`config.mk`:
```
export PLATFORM = sky130hd
export DESIGN_NAME = mac_acc_flat
export DESIGN_NICKNAME = d
export VERILOG_FILES = /design/src/rtl/mac_acc_if.sv /design/src/rtl/mac_acc.sv /design/src/flat_wrapper.sv
export SDC_FILE = /design/constraint.sdc
export NUM_CORES = 1
export LEC_CHECK = 0
export ABC_CLOCK_PERIOD_IN_PS = 6600
export CORE_MARGIN = 2
export CORE_UTILIZATION = 55
export DETAILED_ROUTE_END_ITERATION = 6
export GPL_ROUTABILITY_DRIVEN = 0
export PLACE_DENSITY = 0.77
export SETUP_SLACK_MARGIN = 0.02
export SYNTH_ARGS = -nofsm -noshare
export SYNTH_HDL_FRONTEND = slang
export SYNTH_SLANG_ARGS = --single-unit
export TNS_END_PERCENT = 20
```
`constraint.sdc`:
```
create_clock -name clk -period 6.6 [get_ports clk]
set_clock_uncertainty 0.15 [all_clocks]
set_input_delay 1.32 -clock clk [delete_from_list [all_inputs] [get_ports clk]]
set_output_delay 1.32 -clock clk [all_outputs]
set_load 0.1 [all_outputs]
```
`src/rtl/mac_acc_if.sv`:
```
// Sample/result bundle for mac_acc: operands and block control in, result strobe out.
interface mac_acc_if #(
    parameter int DATA_WIDTH = 8,
    parameter int ACC_WIDTH  = 24,
    parameter int CNT_WIDTH  = 8
);
    logic                  in_valid;
    logic                  mode;
    logic [CNT_WIDTH-1:0]  len;
    logic [DATA_WIDTH-1:0] a;
    logic [DATA_WIDTH-1:0] b;
    logic [DATA_WIDTH-1:0] c;
    logic [ACC_WIDTH-1:0]  out;
    logic                  out_valid;
    logic                  ovf;
    logic                  busy;

    modport master (
        output in_valid, mode, len, a, b, c,
        input  out, out_valid, ovf, busy
    );

    modport slave (
        input  in_valid, mode, len, a, b, c,
        output out, out_valid, ovf, busy
    );
endinterface

```
`src/rtl/mac_acc.sv`:
```
// Two-stage multiply-accumulate: single a*b+c results or len-sample dot-product blocks.
// Define MAC_ACC_SAT_EN to clamp overflowing results to all-ones instead of wrapping.
module mac_acc #(
    parameter int DATA_WIDTH = 8,
    parameter int ACC_WIDTH  = 24,
    parameter int CNT_WIDTH  = 8
) (
    input logic      clk,
    input logic      reset_n,
    mac_acc_if.slave bus
);
    localparam int PW = 2 * DATA_WIDTH;

    typedef enum logic {IDLE, ACCUM} state_t;

    state_t                state_q, state_d;
    logic [CNT_WIDTH-1:0]  cnt_q, cnt_d;
    logic [CNT_WIDTH-1:0]  len_q, len_d;
    logic [CNT_WIDTH-1:0]  eff_len, cnt_inc;

    logic [PW-1:0]         p_q, p_d;
    logic [DATA_WIDTH-1:0] c_q, c_d;
    logic                  s1_vld_q, s1_vld_d;
    logic                  s1_first_q, s1_first_d;
    logic                  s1_last_q, s1_last_d;

    logic [ACC_WIDTH-1:0]  acc_q, acc_d;
    logic                  ovf_acc_q, ovf_acc_d;
    logic [ACC_WIDTH-1:0]  out_q, out_d;
    logic                  out_valid_q, out_valid_d;
    logic                  ovf_q, ovf_d;

    logic [ACC_WIDTH:0]    p_ext, c_ext, sum;
    logic                  ovf_run;
    logic [ACC_WIDTH-1:0]  acc_new;

    assign eff_len = (bus.len == '0) ? CNT_WIDTH'(1) : bus.len;
    assign cnt_inc = cnt_q + CNT_WIDTH'(1);

    always_ff @(posedge clk) begin
        if (!reset_n) state_q <= IDLE;
        else          state_q <= state_d;
    end

    always_comb begin
        state_d = state_q;
        case (state_q)
            IDLE:  if (bus.in_valid && bus.mode && eff_len != CNT_WIDTH'(1)) state_d = ACCUM;
            ACCUM: if (bus.in_valid && cnt_inc == len_q)                      state_d = IDLE;
            default: state_d = IDLE;
        endcase
    end

    // Sample tagging: a single-sample result is both first and last of its "block".
    always_comb begin
        s1_first_d = 1'b0;
        s1_last_d  = 1'b0;
        cnt_d      = cnt_q;
        len_d      = len_q;
        case (state_q)
            IDLE: if (bus.in_valid) begin
                s1_first_d = 1'b1;
                if (bus.mode && eff_len != CNT_WIDTH'(1)) begin
                    cnt_d = CNT_WIDTH'(1);
                    len_d = eff_len;
                end else begin
                    s1_last_d = 1'b1;
                end
            end
            ACCUM: if (bus.in_valid) begin
                cnt_d = cnt_inc;
                if (cnt_inc == len_q) begin
                    s1_last_d = 1'b1;
                    cnt_d     = '0;
                end
            end
            default: ;
        endcase
    end

    assign bus.busy = (state_q == ACCUM);

    always_comb begin
        p_d      = {{DATA_WIDTH{1'b0}}, bus.a} * {{DATA_WIDTH{1'b0}}, bus.b};
        c_d      = bus.c;
        s1_vld_d = bus.in_valid;
    end

    always_ff @(posedge clk) begin
        if (!reset_n) begin
            cnt_q      <= '0;
            len_q      <= '0;
            p_q        <= '0;
            c_q        <= '0;
            s1_vld_q   <= 1'b0;
            s1_first_q <= 1'b0;
            s1_last_q  <= 1'b0;
        end else begin
            cnt_q      <= cnt_d;
            len_q      <= len_d;
            p_q        <= p_d;
            c_q        <= c_d;
            s1_vld_q   <= s1_vld_d;
            s1_first_q <= s1_first_d;
            s1_last_q  <= s1_last_d;
        end
    end

    // One guard bit above the accumulator catches the carry of every addition.
    always_comb begin
        p_ext   = {{(ACC_WIDTH + 1 - PW){1'b0}}, p_q};
        c_ext   = {{(ACC_WIDTH + 1 - DATA_WIDTH){1'b0}}, c_q};
        sum     = s1_first_q ? (p_ext + c_ext) : ({1'b0, acc_q} + p_ext);
        ovf_run = sum[ACC_WIDTH] | (~s1_first_q & ovf_acc_q);
`ifdef MAC_ACC_SAT_EN
        acc_new = ovf_run ? {ACC_WIDTH{1'b1}} : sum[ACC_WIDTH-1:0];
`else
        acc_new = sum[ACC_WIDTH-1:0];
`endif
    end

    always_comb begin
        acc_d       = acc_q;
        ovf_acc_d   = ovf_acc_q;
        out_d       = out_q;
        out_valid_d = 1'b0;
        ovf_d       = 1'b0;
        if (s1_vld_q) begin
            acc_d     = acc_new;
            ovf_acc_d = ovf_run;
            if (s1_last_q) begin
                out_d       = acc_new;
                out_valid_d = 1'b1;
                ovf_d       = ovf_run;
            end
        end
    end

    always_ff @(posedge clk) begin
        if (!reset_n) begin
            acc_q       <= '0;
            ovf_acc_q   <= 1'b0;
            out_q       <= '0;
            out_valid_q <= 1'b0;
            ovf_q       <= 1'b0;
        end else begin
            acc_q       <= acc_d;
            ovf_acc_q   <= ovf_acc_d;
            out_q       <= out_d;
            out_valid_q <= out_valid_d;
            ovf_q       <= ovf_d;
        end
    end

    assign bus.out       = out_q;
    assign bus.out_valid = out_valid_q;
    assign bus.ovf       = ovf_q;
endmodule

```
`src/flat_wrapper.sv`:
```
// flat-port wrapper written by rule: the top's interface ports become plain ports
module mac_acc_flat 
#(
    parameter int DATA_WIDTH = 8,
    parameter int ACC_WIDTH  = 24,
    parameter int CNT_WIDTH  = 8
)
  (clk, reset_n, bus_in_valid, bus_mode, bus_len, bus_a, bus_b, bus_c, bus_out, bus_out_valid, bus_ovf, bus_busy);
  mac_acc_if #(.DATA_WIDTH(DATA_WIDTH), .ACC_WIDTH(ACC_WIDTH), .CNT_WIDTH(CNT_WIDTH)) bus_i ();
  input logic clk;
  input logic reset_n;
  input wire logic [$bits(bus_i.in_valid)-1:0] bus_in_valid;
  input wire logic [$bits(bus_i.mode)-1:0] bus_mode;
  input wire logic [$bits(bus_i.len)-1:0] bus_len;
  input wire logic [$bits(bus_i.a)-1:0] bus_a;
  input wire logic [$bits(bus_i.b)-1:0] bus_b;
  input wire logic [$bits(bus_i.c)-1:0] bus_c;
  output wire logic [$bits(bus_i.out)-1:0] bus_out;
  output wire logic [$bits(bus_i.out_valid)-1:0] bus_out_valid;
  output wire logic [$bits(bus_i.ovf)-1:0] bus_ovf;
  output wire logic [$bits(bus_i.busy)-1:0] bus_busy;
  assign bus_i.in_valid = bus_in_valid;
  assign bus_i.mode = bus_mode;
  assign bus_i.len = bus_len;
  assign bus_i.a = bus_a;
  assign bus_i.b = bus_b;
  assign bus_i.c = bus_c;
  assign bus_out = bus_i.out;
  assign bus_out_valid = bus_i.out_valid;
  assign bus_ovf = bus_i.ovf;
  assign bus_busy = bus_i.busy;
  mac_acc #(.DATA_WIDTH(DATA_WIDTH), .ACC_WIDTH(ACC_WIDTH), .CNT_WIDTH(CNT_WIDTH)) u_core (.clk(clk), .reset_n(reset_n), .bus(bus_i));
endmodule
```
== Word-level counts from Yosys, hierarchy flattened ==
Index checks and enable logic that the tools add are counted.

* Register bits: 95
* Bits of input ports: 36
* Word-level logic and storage cells: 55

* $add $sub $neg: 3
* Multipliers: 1
* Equality and inequality tests: 5
* Mux-type cells: 17
* Bitwise logic cells: 5
* Reductions and logical operators: 11

{| class="wikitable"
|+ Operator list
! kind !! count
|-
| 2-to-1 mux 8 bit || 5
|-
| adder 24 x 16 -> 25 bit || 1
|-
| 2-to-1 mux 25 bit || 1
|-
| adder 16 x 8 -> 17 bit || 1
|-
| multiplier 8 x 8 -> 16 bit || 1
|-
| case mux 8 bit (2 select lines) || 1
|-
| AND reduction 3 bit || 3
|-
| adder 8 x 1 -> 8 bit, second input constant || 1
|-
| equality test 8 bit || 1
|-
| zero test 8 bit || 1
|-
| 2-to-1 mux 1 bit || 8
|-
| != test 8 x 1 -> 1 bit, second input constant || 1
|-
| logical AND 1 bit || 4
|-
| != test 2 bit, second input constant || 2
|-
| case mux 1 bit (2 select lines) || 2
|-
| AND reduction 2 bit || 2
|-
| inverter 1 bit || 3
|-
| != test 2 x 1 -> 1 bit, second input constant || 1
|-
| OR reduction 2 bit || 1
|-
| bitwise AND 1 bit || 1
|-
| OR 1 bit || 1
|}

== Logic depth before layout (Yosys ltp) ==
* Word-level depth: 7
* Mapped depth: 16
* Depth with buffers taken out: 16

== Worst setup path after synthesis ==
Ideal clock, no wire load.

* Kind: input -> register
* From: input bus_b[4]
* To: register u_core.p_q[15]
* Arrival time: 4.852 ns
* Slack: 1.526 ns
* Cell stages on the path: 13
* Path through: and2_1 fa_1 fa_1 inv_1 fa_1 fa_1 inv_1 ha_1 o21ai_0 a21boi_0 o21ai_0 o31ai_1 mux2i_1

* Cells in the longest elaborated chain, start to end: 1

{| class="wikitable"
|+ Ends and longest elaborated chain
! element !! RTL line !! source
|-
| start: declaration || flat_wrapper.sv:16 || <nowiki>input wire logic [$bits(bus_i.b)-1:0] bus_b;</nowiki>
|-
| multiplier 8 x 8 -> 16 bit || mac_acc.sv:84 || <nowiki>p_d = {{DATA_WIDTH{1'b0}}, bus.a} * {{DATA_WIDTH{1'b0}}, bus.b};</nowiki>
|-
| end signal: assignment || mac_acc.sv:101 || <nowiki>p_q <= p_d;</nowiki>
|-
| end: declaration || mac_acc.sv:21 || <nowiki>logic [PW-1:0] p_q, p_d;</nowiki>
|}

No other way between the ends.
A chain may end at the register's enable or synchronous reset.

== Worst setup path after layout ==
* From: input bus_b[7]
* To: register u_core.p_q[15]

The elaborated chain is that of the path after synthesis.

==> impl_metrics.ini <==
[status]
run_status = completed

[clock_network]
cts.sinks = 95
cts_resized = 0
path_clk_slew_ns = 0.07
cts_tree = yes
worst_skew_pair.late_latency_ns = 0.35
h-tree-depth = 3
cts-buffers-inserted = 9
cts_setup_buffers = 0
root_buffer = clkbuf_16
clockBufferDepth = 2
cts.hold.buffers_added = 0

[cells_and_area]
fin_nets = 1068
fill_cells = 1189
final_util = 0.640
final_cells = 1114
drive_above_1_share = 0.0373
antenna_cells = 0
area_delta_synth_final_pct = 13.8

[die]
initial_core_util = 0.562
dieArea_um2 = 14500
rows = 42
die_h_um = 120
core_area_um2 = 13200
die_w_um = 120
top_level_ports = 63

[pwr]
p_leak_nw = 3.56
power_density_nw_per_um2 = 245
clockPowerShare = 0.247
intPower_w = 0.00129
switchingPower_w = 0.000782
swShare = 0.377
seqPwrFrac = 0.322
pwr-share-comb = 0.430
vdd_drop_max_mv = 0.161

[grt]
grt_use_met2 = 0.379
antenna_found_initial = 0
grt_max_degree = 48
use_met3 = 0.0344
globalRouteTotalUtil = 0.239
grt_use_met1 = 0.342
grt_remaining_overflow = 0
grt_pass1_vias = 5941
grt_busiest_layer = met2
grt_pass1_wl_mm = 28.3

[routing]
routedWlPerCell_um = 15.0
via_per_inst = 5.78
drtIter0Drc = 390
drc = 0
vias = 6440
ant_nets = 0
drtPass1Iterations = 7
totalWireLength_mm = 16.8

[critical_path]
crit_end = u_core.p_q[15]
crit_arrival_ns = 5.69
cp-end-kind = flip-flop
crit_required_ns = 6.73
reg2reg_depth = 9
r2r_slack_ns = 3.71
startpoint_type = primary input
r2r-start = u_core.p_q[0]
startpoint = bus_b[7]
r2r_end = u_core.acc_q[16]
crit_type = in2reg
crit_path_max_fanout = 8

[logic_synthesis]
synth_top_area_frac = 0.255
ys_dominant_reg_cell = dfxtp_1
ys_seq_elements = 95
async_reset_ff_frac = 0
ys_seq_area_frac = 0.255
synth_area_leaders = dfxtp_1, ha_1, fa_1, and2_1, nand2_1
syn-num-nets = 1023
ys_warn_count = 0
synth_cell_types = 74
synth_edf_count = 0
syn_area_per_cell_um2 = 8.38
yosys-top-cells-count = dfxtp_1, nand2_1, inv_1
synth_cells = 888
post-synth-top-count-cell = dfxtp_1
synth_top_area_cell = dfxtp_1
syn_area_um2 = 7440

[timing]
hold_violations = 0
max_freq_mhz = 180
finalSetupTns_ns = 0
finalSetupViolCount = 0
maxSlewViolCount = 0
finalCritPeriodShare = 0.842
rsz0062_at_grt = no
worst-slew-pin-transition_ns = 1.01
period_needed_ns = 5.56
slew_headroom = 0.326

[placement]
portBuffers = 62
dp_hpwl_mm = 12.8
dp_cells = 1098

[hold_path]
hold_class = reg2reg

[job]
cap_violations = 0
[worst min-delay path by stage]
stage / from / endpoint / slack (ns) / cells past startpoint
final: u_core.bus.out[23] / u_core.bus.out[23] / 0.30 / 2
after floorplan: u_core.ovf_acc_q / u_core.bus.ovf / 0.29 / 2
after detailed placement: u_core.bus.out[17] / u_core.bus.out[17] / 0.29 / 2
after global routing: u_core.bus.out[17] / u_core.bus.out[17] / 0.34 / 2
after CTS: u_core.bus.out[23] / u_core.bus.out[23] / 0.31 / 2
after global placement: u_core.bus.out[20] / u_core.bus.out[20] / 0.28 / 2
[per-layer routing]
| metal | share of wire | routed length, um | up-vias |
|---|---|---|---|
| met5 | 0 | 0 | - |
| met4 | 0.016 | 260 | 0 |
| li1 | - | - | 3233 |
| met1 | 0.48 | 8080 | 3007 |
| met2 | 0.45 | 7590 | 175 |
| met3 | 0.049 | 815 | 25 |
[cells by family after synthesis]
family / after synthesis / synth area share
mux: 22 / 0.0303
simple gates: 313 / 0.214
xor+xnor: 28 / 0.0348
buf+inv: 103 / 0.0539
compound gates: 228 / 0.207
flops: 95 / 0.255
fa+ha+maj: 99 / 0.205
[flip-flops by register name (all words and copies together), names as in the netlist, 8 cells and up]
register / flops
u_core.acc_q: 24
u_core.cnt_q: 8
u_core.p_q: 16
u_core.len_q: 8
u_core.c_q: 8
u_core.bus.out: 24
[power by group through the flow]
stage | clock network (W) | registers [W] | logic [W]
2_1_floorplan | 0 | 0.000685 | 0.000682
3_3_place_gp | 0 | 0.000679 | 0.000871
3_5_place_dp | 0 | 0.000680 | 0.000886
4_1_cts | 0.000518 | 0.000667 | 0.000890
5_1_grt | 0.000543 | 0.000672 | 0.00101
6_report | 0.000513 | 0.000668 | 0.000893
[worst max-delay path: stages]
cell and delay (ns):
clkdlybuf4s50_1 0.62, nand2_1 0.13, fa_1 0.52, fa_1 0.56, inv_1 0.06, fa_1 0.53
inv_1 0.05, fa_1 0.53, inv_1 0.04, ha_1 0.31, a21boi_0 0.19, buf_4 0.15
o21ai_0 0.14, o31ai_1 0.33, mux2i_1 0.21
[final cells by class]
type / count / area [um^2] / area share
Clock buffer: 11 / 233 / 0.0275
Clock inverter: 5 / 56.3 / 0.00665
Inverter: 70 / 263 / 0.0310
Multi-Input combinational cell: 690 / 5140 / 0.607
Sequential cell: 95 / 1900 / 0.224
Tap cell: 176 / 220 / 0.0260
Timing Repair Buffer: 67 / 658 / 0.0777
[layout by cell type, fill, tap and decap left out, types with 3 or more instances in the layout]
cell type        Yosys  final
a41oi_1              3      3
a22oi_1              4      4
o31ai_1              7      7
a32o_1               5      5
a31oi_1             12     12
nand3_1             19     19
nand3b_1             3      3
and3_1               7      7
nor2_1              68     68
o211ai_1            11     11
xnor2_1             21     21
dfxtp_1             95     95
o22ai_1              4      4
a221oi_1             3      3
nand4_1             12     12
clkdlybuf4s50_1      0     62
or3_1                7      7
nand4b_1             3      3
a21oi_1             48     48
xor2_1               6      6
nand2_1             75     75
mux2i_1             21     21
nand2b_1             5      5
o21ai_0             50     50
inv_1               69     69
a211oi_1            23     23
o31a_1               5      5
and2_1              66     66
a211o_1              3      3
clkbuf_16            0      9
o21a_1              13     13
buf_4                0      5
a21o_1              13     13
o21bai_1             4      4
fa_1                38     38
nor2b_1             12     12
nor3_1              20     20
ha_1                61     61
[through the flow]
| stage | power [W] | hold slack (ns) | area [um^2] | setup slack, ns |
|---|---|---|---|---|
| floorplan | 0.00137 | 0.288 | 7440 | 1.53 |
| global placement | 0.00155 | 0.285 | 8180 | 0.805 |
| detailed placement | 0.00157 | 0.293 | 8180 | 0.725 |
| CTS | 0.00208 | 0.308 | 8470 | 1.07 |
| global route | 0.00223 | 0.336 | 8470 | 0.766 |
| finish | 0.00207 | 0.301 | 8470 | 1.04 |
Note: power is estimated with default switching activity, not from simulation.
